<file path="src/rtl/sram_rd_pkg.sv">
// Shared types and default sizing for the sram burst read engine.
package sram_rd_pkg;

   localparam int P_AWIDTH    = 32;
   localparam int P_DWIDTH    = 32;
   localparam int P_DEPTH     = 4096;
   localparam int P_LWIDTH    = 16;
   localparam int P_BUF_DEPTH = 4;
   localparam int BUF_AW      = $clog2(P_BUF_DEPTH);

   // Controller states; exported on o_state for observation.
   typedef enum logic [1:0] {
      IDLE  = 2'd0,
      READ  = 2'd1,
      DRAIN = 2'd2,
      DONE  = 2'd3
   } state_t;

   // Return buffer entry: end-of-burst tag above the data word.
   typedef struct packed {
      logic                last;
      logic [P_DWIDTH-1:0] data;
   } buf_entry_t;

endpackage

</file>
<file path="src/rtl/sram_rd_buf.sv">
// Small first-word-fall-through FIFO holding returned sram words plus
// their end-of-burst tag. The head entry is visible whenever non-empty.
module sram_rd_buf
   import sram_rd_pkg::*;
#(
   parameter int WIDTH = $bits(buf_entry_t),
   parameter int DEPTH = P_BUF_DEPTH,
   parameter int AW    = BUF_AW
) (
   input  logic                         i_clk,
   input  logic                         i_rst_n,
   input  logic                         i_push,
   input  logic [WIDTH-1:0]             i_push_data,
   input  logic                         i_pop,
   output logic [WIDTH-1:0]             o_head,
   output logic [$clog2(DEPTH+1)-1:0]   o_count,
   output logic                         o_empty
);

   localparam int CW = $clog2(DEPTH + 1);

   logic [WIDTH-1:0] r_mem [DEPTH];
   logic [AW-1:0]    r_wr_ptr;
   logic [AW-1:0]    r_rd_ptr;
   logic [CW-1:0]    r_count;
   logic             w_do_pop;

   // A pop on an empty buffer is meaningless and is dropped.
   assign w_do_pop = i_pop && (r_count != '0);

   // Storage, pointers and occupancy; pointers wrap at DEPTH-1 so any depth works.
   always_ff @(posedge i_clk or negedge i_rst_n) begin
      if (!i_rst_n) begin
         for (int i = 0; i < DEPTH; i++) r_mem[i] <= '0;
         r_wr_ptr <= '0;
         r_rd_ptr <= '0;
         r_count  <= '0;
      end else begin
         if (i_push) begin
            r_mem[r_wr_ptr] <= i_push_data;
            r_wr_ptr        <= (r_wr_ptr == AW'(DEPTH - 1)) ? '0 : r_wr_ptr + 1'b1;
         end
         if (w_do_pop) begin
            r_rd_ptr <= (r_rd_ptr == AW'(DEPTH - 1)) ? '0 : r_rd_ptr + 1'b1;
         end
         case ({i_push, w_do_pop})
            2'b10:   r_count <= r_count + 1'b1;
            2'b01:   r_count <= r_count - 1'b1;
            default: r_count <= r_count;
         endcase
      end
   end

   assign o_head  = r_mem[r_rd_ptr];
   assign o_count = r_count;
   assign o_empty = (r_count == '0);

endmodule

</file>
<file path="src/rtl/sram_rd_ctrl.sv">
// Burst read engine on the sram read port: issues reads for a command,
// absorbs the one-cycle sram latency and returns words as a valid/ready
// stream with a last tag, then pulses done.
//
// Handshakes: a transfer happens on a cycle where valid and ready are both
// high at the rising edge; a source holding valid keeps its payload stable
// until that transfer, and ready may change freely.
module sram_rd_ctrl
   import sram_rd_pkg::*;
#(
   parameter int AWIDTH    = P_AWIDTH,
   parameter int DWIDTH    = P_DWIDTH,
   parameter int DEPTH     = P_DEPTH,
   parameter int LWIDTH    = P_LWIDTH,
   parameter int BUF_DEPTH = P_BUF_DEPTH
) (
   input  logic              i_clk,
   input  logic              i_rst_n,
   input  logic              i_cmd_valid,
   output logic              o_cmd_ready,
   input  logic [AWIDTH-1:0] i_cmd_addr,
   input  logic [LWIDTH-1:0] i_cmd_len,
   output logic              o_read_en,
   output logic [AWIDTH-1:0] o_read_addr,
   input  logic [DWIDTH-1:0] i_read_data,
   output logic              o_dout_valid,
   input  logic              i_dout_ready,
   output logic [DWIDTH-1:0] o_dout_data,
   output logic              o_dout_last,
   output logic              o_done,
   output state_t            o_state
);

   localparam int CW = $clog2(BUF_DEPTH + 1);

   state_t            r_state;
   state_t            w_state_nxt;
   logic [AWIDTH-1:0] r_addr;
   logic [LWIDTH-1:0] r_remaining;
   logic              r_inflight;
   logic              r_inflight_last;
   logic              w_accept;
   logic              w_issue;
   logic              w_last_issue;
   logic              w_pop;
   logic              w_empty;
   logic [CW-1:0]     w_count;
   logic [CW:0]       w_occupancy;
   logic [DWIDTH:0]   w_head;

   // Occupancy counts the word still in flight from the sram; same-cycle pops
   // are deliberately ignored so a push can never find the buffer full.
   assign w_occupancy  = {1'b0, w_count} + {{CW{1'b0}}, r_inflight};
   assign w_accept     = i_cmd_valid && (r_state == IDLE);
   assign w_issue      = (r_state == READ) && (r_remaining != '0) &&
                         (w_occupancy < (CW + 1)'(BUF_DEPTH));
   assign w_last_issue = w_issue && (r_remaining == LWIDTH'(1));
   assign w_pop        = !w_empty && i_dout_ready;

   // Address and remaining-length counters; address wraps to 0 past DEPTH-1.
   always_ff @(posedge i_clk or negedge i_rst_n) begin
      if (!i_rst_n) begin
         r_addr      <= '0;
         r_remaining <= '0;
      end else if (w_accept) begin
         r_addr      <= i_cmd_addr;
         r_remaining <= i_cmd_len;
      end else if (w_issue) begin
         r_addr      <= (r_addr == AWIDTH'(DEPTH - 1)) ? '0 : r_addr + 1'b1;
         r_remaining <= r_remaining - 1'b1;
      end
   end

   // Track the read whose data arrives next cycle, and whether it ends the burst.
   always_ff @(posedge i_clk or negedge i_rst_n) begin
      if (!i_rst_n) begin
         r_inflight      <= 1'b0;
         r_inflight_last <= 1'b0;
      end else begin
         r_inflight      <= w_issue;
         r_inflight_last <= w_last_issue;
      end
   end

   // State register.
   always_ff @(posedge i_clk or negedge i_rst_n) begin
      if (!i_rst_n) r_state <= IDLE;
      else          r_state <= w_state_nxt;
   end

   // Next-state decode plus the state-derived handshake outputs.
   always_comb begin
      w_state_nxt = r_state;
      o_cmd_ready = 1'b0;
      o_done      = 1'b0;
      case (r_state)
         IDLE: begin
            o_cmd_ready = 1'b1;
            if (i_cmd_valid) w_state_nxt = (i_cmd_len != '0) ? READ : DONE;
         end
         READ: begin
            if (w_last_issue) w_state_nxt = DRAIN;
         end
         DRAIN: begin
            if (w_pop && w_head[DWIDTH]) w_state_nxt = DONE;
         end
         DONE: begin
            o_done      = 1'b1;
            w_state_nxt = IDLE;
         end
         default: w_state_nxt = IDLE;
      endcase
   end

   sram_rd_buf #(
      .WIDTH (DWIDTH + 1),
      .DEPTH (BUF_DEPTH),
      .AW    ($clog2(BUF_DEPTH))
   ) u_buf (
      .i_clk       (i_clk),
      .i_rst_n     (i_rst_n),
      .i_push      (r_inflight),
      .i_push_data ({r_inflight_last, i_read_data}),
      .i_pop       (w_pop),
      .o_head      (w_head),
      .o_count     (w_count),
      .o_empty     (w_empty)
   );

   assign o_read_en    = w_issue;
   assign o_read_addr  = r_addr;
   assign o_dout_valid = !w_empty;
   assign o_dout_data  = w_head[DWIDTH-1:0];
   assign o_dout_last  = w_head[DWIDTH];
   assign o_state      = r_state;

   // Start addresses at or beyond the sram size are a master error.
   a_cmd_addr_legal: assert property (@(posedge i_clk) disable iff (!i_rst_n)
      w_accept |-> ({1'b0, i_cmd_addr} < (AWIDTH + 1)'(DEPTH)));

endmodule
</file>
<file path="config.mk">
export PLATFORM = sky130hd
export DESIGN_NAME = sram_rd_ctrl
export DESIGN_NICKNAME = d
export VERILOG_FILES = /design/src/rtl/sram_rd_pkg.sv /design/src/rtl/sram_rd_buf.sv /design/src/rtl/sram_rd_ctrl.sv
export SDC_FILE = /design/constraint.sdc
export NUM_CORES = 1
export LEC_CHECK = 0
export ABC_CLOCK_PERIOD_IN_PS = 8300
export CORE_ASPECT_RATIO = 1.75
export CORE_MARGIN = 2
export CORE_UTILIZATION = 53
export CTS_BUF_LIST = sky130_fd_sc_hd__clkbuf_8
export DETAILED_ROUTE_END_ITERATION = 8
export HOLD_SLACK_MARGIN = 0.05
export PLACE_DENSITY = 0.8
export SYNTH_ARGS = -nofsm -noshare
export SYNTH_HDL_FRONTEND = slang
export SYNTH_SLANG_ARGS = --single-unit
</file>
<file path="constraint.sdc">
create_clock -name i_clk -period 8.3 [get_ports i_clk]
set_clock_uncertainty 0.15 [all_clocks]
set_input_delay 2.49 -clock i_clk [delete_from_list [all_inputs] [get_ports i_clk]]
set_output_delay 2.49 -clock i_clk [all_outputs]
set_load 0.02 [all_outputs]
</file>
# Yosys cells after proc, flatten, opt, wreduce, memory -nomap -nowiden
# Cells that the tools add are included.
# word_totals
reg_bits	191
input_bits	84
out_inout_bits	71
# op_classes
n_addsub	7
order_cmp	4
n_eq_ne	12
muxes	21
n_bitwise	2
n_reduce_logical	17
# ops
op	n
bitwise mux 132 bit	1
two-way mux 33 bit	3
two-way mux 32 bit	3
binary-select mux 33 bit (select 2 bit)	1
demux 33 bit (select 2 bit)	1
adder 32 x 1 -> 32 bit (second input constant)	1
== test 32 x 12 -> 1 bit (second input constant)	1
two-way mux 16 bit	2
nonzero test 16 bit	2
== test 16 x 1 -> 1 bit (second input constant)	1
subtractor 16 x 1 -> 16 bit (second input constant)	1
two-way mux 2 bit	6
== test 2 bit (second input constant)	5
logical AND 1 bit	8
case mux 2 bit (4 select lines)	1
greater-or-equal comparator 3 bit (second input constant)	2
!= test 2 bit (second input constant)	3
NOT 2 -> 3 bit	2
case mux 3 bit (2 select lines)	1
adder 2 x 1 -> 2 bit (second input constant)	2
adder 3 x 1 -> 4 bit	1
== test 2 x 1 -> 1 bit (second input constant)	2
less-than comparator 4 x 3 -> 1 bit (second input constant)	1
nonzero test 2 bit	2
9 further kinds	10

# Logic depth before layout (Yosys ltp)
# Gate-level depths: netlist (run 1).
# logic_depth
ltp_word	7
depth_mapped	10
depth_no_buf	9

# Cells and area by module
# A second synthesis (run 1) with hierarchy kept.
# unflattened
cells_unflattened	748
area_unflattened_um2	9465.3
# by_module_without_submodules
module	instances	cells_each	area_per_inst_um2	seq_area_each_um2
sram_rd_buf	1	357	6204.7	3478.3
sram_rd_ctrl	1	391	3260.6	1301.2

# Least setup slack after synthesis (run 1)
# OpenSTA, ideal clock, no wires.
# synth_timing
path_kind	register to output
from	reg u_buf.r_rd_ptr[0]
to	out o_dout_data[10]
arrival_time_ns	1.893
path_slack_ns	3.767
path_stages_with_launch	4
path_buffers	2
path_cell_list	dfrtp_1 > clkbuf_1 > buf_1 > mux4_2
# synth_via
elab_chain_cells	4
# synth_rtl
item	line	text
start: declaration	sram_rd_buf.sv:24	logic [AW-1:0] r_rd_ptr;
start signal: assignment	sram_rd_buf.sv:44	r_rd_ptr <= (r_rd_ptr == AW'(DEPTH - 1)) ? '0 : r_rd_ptr + 1'b1;
NOT 2 -> 3 bit (implied by the code)	sram_rd_buf.sv:54	assign o_head = r_mem[r_rd_ptr];
binary-select mux 33 bit (select 2 bit)	sram_rd_buf.sv:54	
two-way mux 33 bit (implied by the code) (2 in a row)	sram_rd_buf.sv:54	
end: declaration	sram_rd_ctrl.sv:28	output logic [DWIDTH-1:0] o_dout_data,
# No other way between the ends. The select of a mux whose other input is x is not followed.

# Worst setup path in the final report (run 1)
# layout_timing
from	reg r_state[1] (netlist: o_state[1])
to	out o_read_en
# layout_via
elab_chain_cells	3
# layout_rtl
item	line	text
start: declaration	sram_rd_ctrl.sv:36	state_t r_state;
start signal: assignment	sram_rd_ctrl.sv:88	else r_state <= w_state_nxt;
== test 2 x 1 -> 1 bit	sram_rd_ctrl.sv:55	assign w_issue = (r_state == READ) && (r_remaining != '0) &&
logical AND 1 bit (2 in a row)	sram_rd_ctrl.sv:55	
end: declaration	sram_rd_ctrl.sv:23	output logic o_read_en,
# No other way between the ends.

==> flow_metrics.py, run 1 <==
metrics = {
    "clock_network": {
        "hold_buffers": 0,
        "cts.htree.levels": 4,
        "cts.sinks": 191,
        "cts_setup_buffers": 0,
        "insertion_delay_ns": 0.45,
        "clk_path_buf_depth": 2,
        "ctsResizeCount": 0,
        "numCtsBuffers": 17,
        "cts.clk_slew.worst_paths_ns": 0.10,
        "root_buffer": "clkbuf_8",
        "cts_tree": "yes",
    },
    "timing": {
        "worst_slew_pin_slew_ns": 0.842,
        "setup_ws_ns": 2.65,
        "finalSetupViolations": 0,
        "slew_viol_final": 0,
        "min_period_ns": 5.65,
        "slew_headroom": 0.439,
        "fin_setup_tns_ns": 0,
        "clock.fmax_ghz": 0.177,
        "hold_viol": 0,
        "period_share": 0.681,
        "grt_setup_unrepaired": "no",
    },
    "global_route": {
        "grt_usage": 0.235,
        "antenna_found_initial": 2,
        "overflow": 0,
        "grt_pass1_wl_um": 34300,
        "grt_pass1_vias": 6952,
        "grt_max_degree": 87,
    },
    "yosys": {
        "yosysUniqueCellTypes": 49,
        "synth_top_area_frac": 0.521,
        "async_flop_share": 1.00,
        "netlist_area_um2": 9180,
        "yosysWarnings": 0,
        "synth_edf_count": 0,
        "avgSynthCellArea_um2": 12.6,
        "synth.top_cells.by_area": "dfrtp_1 52%, mux2_2 16%, mux4_2 8.1%",
        "postSynthCellCount": 731,
        "seq_area_frac_synth": 0.521,
        "ys_ff_latch": 191,
        "yosysTopAreaCell": "dfrtp_1",
        "synth_nets": 830,
        "ys.flop_type": "dfrtp_1",
    },
    "drt": {
        "dr.pass1.iters": 4,
        "drc_errors": 0,
        "highest_layer": "met4",
        "drt_wl_total_um": 20700,
        "wl_met3_um": 771,
        "initialDrtViolationCount": 181,
        "antenna_left": 0,
        "met2_length_um": 11100,
        "vias": 6409,
        "viasPerCell": 5.72,
        "drt-met1-wl_um": 8200,
        "wl_per_cell_um": 18.4,
    },
    "worst_setup_path": {
        "worstSetupPathType": "reg2out",
        "cp-end-kind": "primary output",
        "cp_max_fo": 14,
        "crit_required_ns": 5.66,
        "worstSetupStartpointType": "flip-flop",
        "worstPathArrival_ns": 3.01,
    },
    "die": {
        "dieArea_um2": 18400,
        "start_util": 0.542,
        "die_y_um": 178,
        "fp-row-count": 63,
        "core-area_um2": 16900,
        "die_w_um": 104,
        "ios": 155,
    },
    "place": {
        "gp_congestion": 0.903,
        "io_buffers": 154,
        "hpwl_um": 14500,
        "place_ws_ns": 3.19,
        "placedCellCount": 1087,
    },
    "pwr": {
        "ir_drop_v": 0.000240,
        "power.total_w": 0.00457,
        "leakage_nw": 4.50,
        "p_per_area_nw_per_um2": 401,
    },
    "job": {
        "max_cap_violations": 0,
    },
    "layout": {
        "final_nets": 978,
        "drive_gt1_frac": 0.244,
        "syn_to_final_growth_pct": 24.1,
        "instances_no_fill": 1121,
    },
    "min_path": {
        "min_path_type": "reg2reg",
    },
    "run_status": {
        "outcome": "finished, final reports clean",
    },
}
## where the power goes
group	switching [W]	internal, W
Combinational	0.00102	0.00120
Clock	0.000385	0.000235
Sequential	0.000348	0.00139
## cell families after synthesis
| family | synth area share |
|---|---|
| buffers and inverters | 0.0214 |
| AO/OA/AOI/OAI | 0.0486 |
| XOR/XNOR | 0.0362 |
| adder cells (fa/ha/maj) | 0.0213 |
| flip-flops | 0.521 |
| AND/OR/NAND/NOR | 0.105 |
| multiplexers | 0.247 |
## final timing paths
check                      depth (start not counted)  slack [ns]                to             start
min                                                1        0.34  u_buf.o_count[2]  u_buf.o_count[2]
max                                                7        2.65         o_read_en        o_state[1]
min in group asynchronous                          1        1.91   u_buf.r_mem[16]           i_rst_n
max in group asynchronous                          2        4.75   r_remaining[11]           i_rst_n
max reg2reg                                        7        4.94    o_read_addr[3]    o_read_addr[0]
min reg2reg                                        1        0.34  u_buf.o_count[2]  u_buf.o_count[2]
## cell type report
| type | count | area [um^2] |
|---|---|---|
| diodes | 2 | 5.00 |
| clock buffers | 17 | 234 |
| flip-flops and latches | 191 | 4780 |
| multi-input cells | 488 | 4210 |
| inverters | 15 | 56.3 |
| repair buffers | 166 | 1640 |
| clock inverters | 15 | 183 |
| fillers | 1261 | 5560 |
| well taps | 227 | 284 |
## critical path, cell delays in order, from the launching register on
cell and delay [ns]:
dfrtp_1 0.42, inv_1 0.10, ha_1 0.17, nand2b_1 0.08, nor2_1 0.29, nand2_1 0.38
inv_1 0.44, clkdlybuf4s50_1 0.69
## registers in the layout, indices dropped and copies added (netlist names)
name,count
r_inflight_last,1
u_buf.r_wr_ptr,2
o_read_addr,32
u_buf.o_count,3
r_inflight,1
u_buf.r_rd_ptr,2
o_state,2
r_remaining,16
u_buf.r_mem,132
## placed cells by master, fill, tap and decap left out, types with 18 or more instances in the layout
cell               n
nor2_1            25
dfrtp_1          190
xnor2_1           25
mux4_2            33
nand2_1           64
mux2_2           134
o21ai_0           44
nor4_1            20
clkdlybuf4s50_1  153
clkbuf_8          18
nor3_1            19
## cells in the mapped netlist, types with 3 or more instances
master / n
dfrtp_1: 191
mux2_2: 134
nand2_1: 64
o21ai_0: 44
mux4_2: 33
nor2_1: 26
xnor2_1: 25
clkbuf_1: 20
nor4_1: 20
nor3_1: 19
buf_1: 16
inv_1: 15
ha_1: 14
nand3_1: 14
xor2_1: 13
nand4_1: 9
a21oi_1: 8
a31oi_1: 8
or4_1: 8
or3_1: 7
o21a_1: 4
and2_1: 3
and3_1: 3
nand2b_1: 3
## metal layers
metal  GRT usage  vias to the layer above
li1            -                     2977
met1       0.268                     3224
met2       0.432                      171
met3      0.0431                       37
met4      0.0997                        0
met5           0                        -
## stage by stage
step | cell area (um^2) | util | hold slack [ns]
global route | 11400 | 0.672 | 0.370
floorplan | 9180 | - | 0.296
finish | 11400 | 0.672 | 0.340
CTS | 11400 | 0.672 | 0.338
global placement | 11000 | 0.647 | 0.318
detailed placement | 11000 | 0.647 | 0.321
Note: power is estimated with default switching activity, not from simulation.
==> run 2, diff against run 1 <==
--- a/config.mk
+++ b/config.mk
@@ -5,7 +5,7 @@
 export SDC_FILE = /design/constraint.sdc
 export NUM_CORES = 1
 export LEC_CHECK = 0
-export ABC_CLOCK_PERIOD_IN_PS = 8300
+export ABC_CLOCK_PERIOD_IN_PS = 5900
 export CORE_ASPECT_RATIO = 1.75
 export CORE_MARGIN = 2
 export CORE_UTILIZATION = 53
==> constraint.sdc (replaced) <==
create_clock -name i_clk -period 5.9 [get_ports i_clk]
set_clock_uncertainty 0.15 [all_clocks]
set_input_delay 1.77 -clock i_clk [delete_from_list [all_inputs] [get_ports i_clk]]
set_output_delay 1.77 -clock i_clk [all_outputs]
set_load 0.02 [all_outputs]
==> flow_metrics.py, run 2 (synthesis gave the netlist of run 1 again) <==
metrics = {
    "layout": {
        "drive_gt1_frac": 0.244,
        "instances_no_fill": 1119,
        "top_register": "u_buf.r_mem",
        "diodes": 0,
        "n_fill_cell": 1295,
        "final_nets": 979,
        "syn_to_final_growth_pct": 24.0,
        "layout_commonest_cell": "dfrtp_1",
        "layout_common_cells": "190 x dfrtp_1, 153 x clkdlybuf4s50_1, 134 x mux2_2",
        "largest_reg_flops": 132,
    },
    "die": {
        "core-area_um2": 16900,
        "die_w_um": 104,
        "dieArea_um2": 18400,
        "die_y_um": 178,
        "fp-row-count": 63,
        "ios": 155,
        "start_util": 0.542,
    },
    "worst_setup_path": {
        "cpMaxStageDelayCell": "clkdlybuf4s50_1",
        "worstSetupStartpointType": "flip-flop",
        "cp_max_fo": 14,
        "crit_chain": "nor4_1, nand4_1, nand2_1, buf_4, inv_1, clkdlybuf4s50_1",
        "crit_buf_inv": 3,
        "worstSetupPathType": "reg2out",
        "worstPathArrival_ns": 2.90,
        "cp_top_family": "buffers and inverters",
        "cpPeakStageDelay_ns": 0.61,
        "crit_required_ns": 3.98,
        "cp-end-kind": "primary output",
    },
    "drt": {
        "viasPerCell": 5.76,
        "initialDrtViolationCount": 257,
        "wl_per_cell_um": 18.9,
        "dr.pass1.iters": 4,
        "vias": 6448,
        "drc_errors": 0,
        "drt_wl_total_um": 21100,
        "antenna_left": 0,
    },
    "clock_network": {
        "root_buffer": "clkbuf_8",
        "cts_tree": "yes",
        "insertion_delay_ns": 0.46,
        "ctsResizeCount": 0,
        "cts.sinks": 191,
        "cts.htree.levels": 4,
        "clk_path_buf_depth": 2,
        "hold_buffers": 0,
        "cts.clk_slew.worst_paths_ns": 0.10,
        "cts_setup_buffers": 0,
        "numCtsBuffers": 17,
    },
    "timing": {
        "grt_setup_unrepaired": "no",
        "fin_setup_tns_ns": 0,
        "period_share": 0.817,
        "hold_viol": 0,
        "min_period_ns": 4.82,
        "finalSetupViolations": 0,
        "slew_viol_final": 0,
        "worst_slew_pin_slew_ns": 1.24,
        "slew_headroom": 0.175,
        "clock.fmax_ghz": 0.207,
    },
    "pwr": {
        "leakage_nw": 4.50,
        "ir_drop_v": 0.000338,
        "p_per_area_nw_per_um2": 568,
    },
    "global_route": {
        "grt_max_degree": 127,
        "grt_usage": 0.240,
        "busiest_layer": "met2",
        "use_met2": 0.458,
        "antenna_found_initial": 0,
        "overflow": 0,
        "grt_pass1_wl_um": 34800,
        "met1_usage": 0.257,
        "grt_pass1_vias": 7043,
        "use_met3": 0.0420,
    },
    "place": {
        "hpwl_um": 14800,
        "gp_congestion": 0.926,
        "io_buffers": 154,
        "placedCellCount": 1088,
    },
    "min_path": {
        "min_path_type": "reg2reg",
    },
    "run_status": {
        "outcome": "finished, final reports clean",
    },
    "job": {
        "max_cap_violations": 0,
    },
}
## run 2: cell type report
| cell class | instances | area (um^2) | area share |
|---|---|---|---|
| Inverter | 15 | 56.3 | 0.00495 |
| Timing Repair Buffer | 167 | 1640 | 0.144 |
| Clock buffer | 17 | 234 | 0.0205 |
| Multi-Input combinational cell | 488 | 4210 | 0.370 |
| Tap cell | 227 | 284 | 0.0249 |
| Clock inverter | 14 | 174 | 0.0153 |
| Sequential cell | 191 | 4780 | 0.420 |
## run 2: layer usage
layer  vias up  share of wire  wire [um]
met3        41          0.034        714
met5         -              0          0
li1       2968              -          -
met4         0          0.032        678
met1      3269           0.38       8050
met2       170           0.55      11700
## run 2: through the flow
stage	worst slack [ns]	hold WS (ns)	utilization	power (W)	instance area, um^2
floorplan	2.09	0.296	-	0.00439	9180
global placement	1.68	0.331	0.648	0.00552	11000
detailed placement	1.64	0.337	0.648	0.00562	11000
CTS	1.06	0.362	0.672	0.00653	11400
global route	0.896	0.373	0.672	0.00686	11400
finish	1.08	0.360	0.672	0.00647	11400
## run 2: final timing paths
check | startpoint | to | slack, ns | cells after the start
min reg2reg | u_buf.r_mem[16] | u_buf.r_mem[16] | 0.36 | 1
max reg2reg | o_read_addr[0] | o_read_addr[19] | 2.57 | 7
max in group asynchronous | i_rst_n | u_buf.r_mem[76] | 3.24 | 2
min | u_buf.r_mem[16] | u_buf.r_mem[16] | 0.36 | 1
max | r_remaining[5] | o_read_en | 1.08 | 6
min in group asynchronous | i_rst_n | u_buf.r_mem[82] | 1.28 | 1
## run 2: where the power goes
| group | internal [W] | switching (W) |
|---|---|---|
| logic | 0.00169 | 0.00143 |
| clock network | 0.000393 | 0.000500 |
| registers | 0.00196 | 0.000498 |
## run 2: worst reg2reg max path, delay by kind of cell (launching register included)
family                     cells  cell delay (ns)
adders and majority gates      1             0.29
DFF                            1             0.45
and+or+nand+nor                4             1.64
AOI/OAI and AO/OA              2             0.67
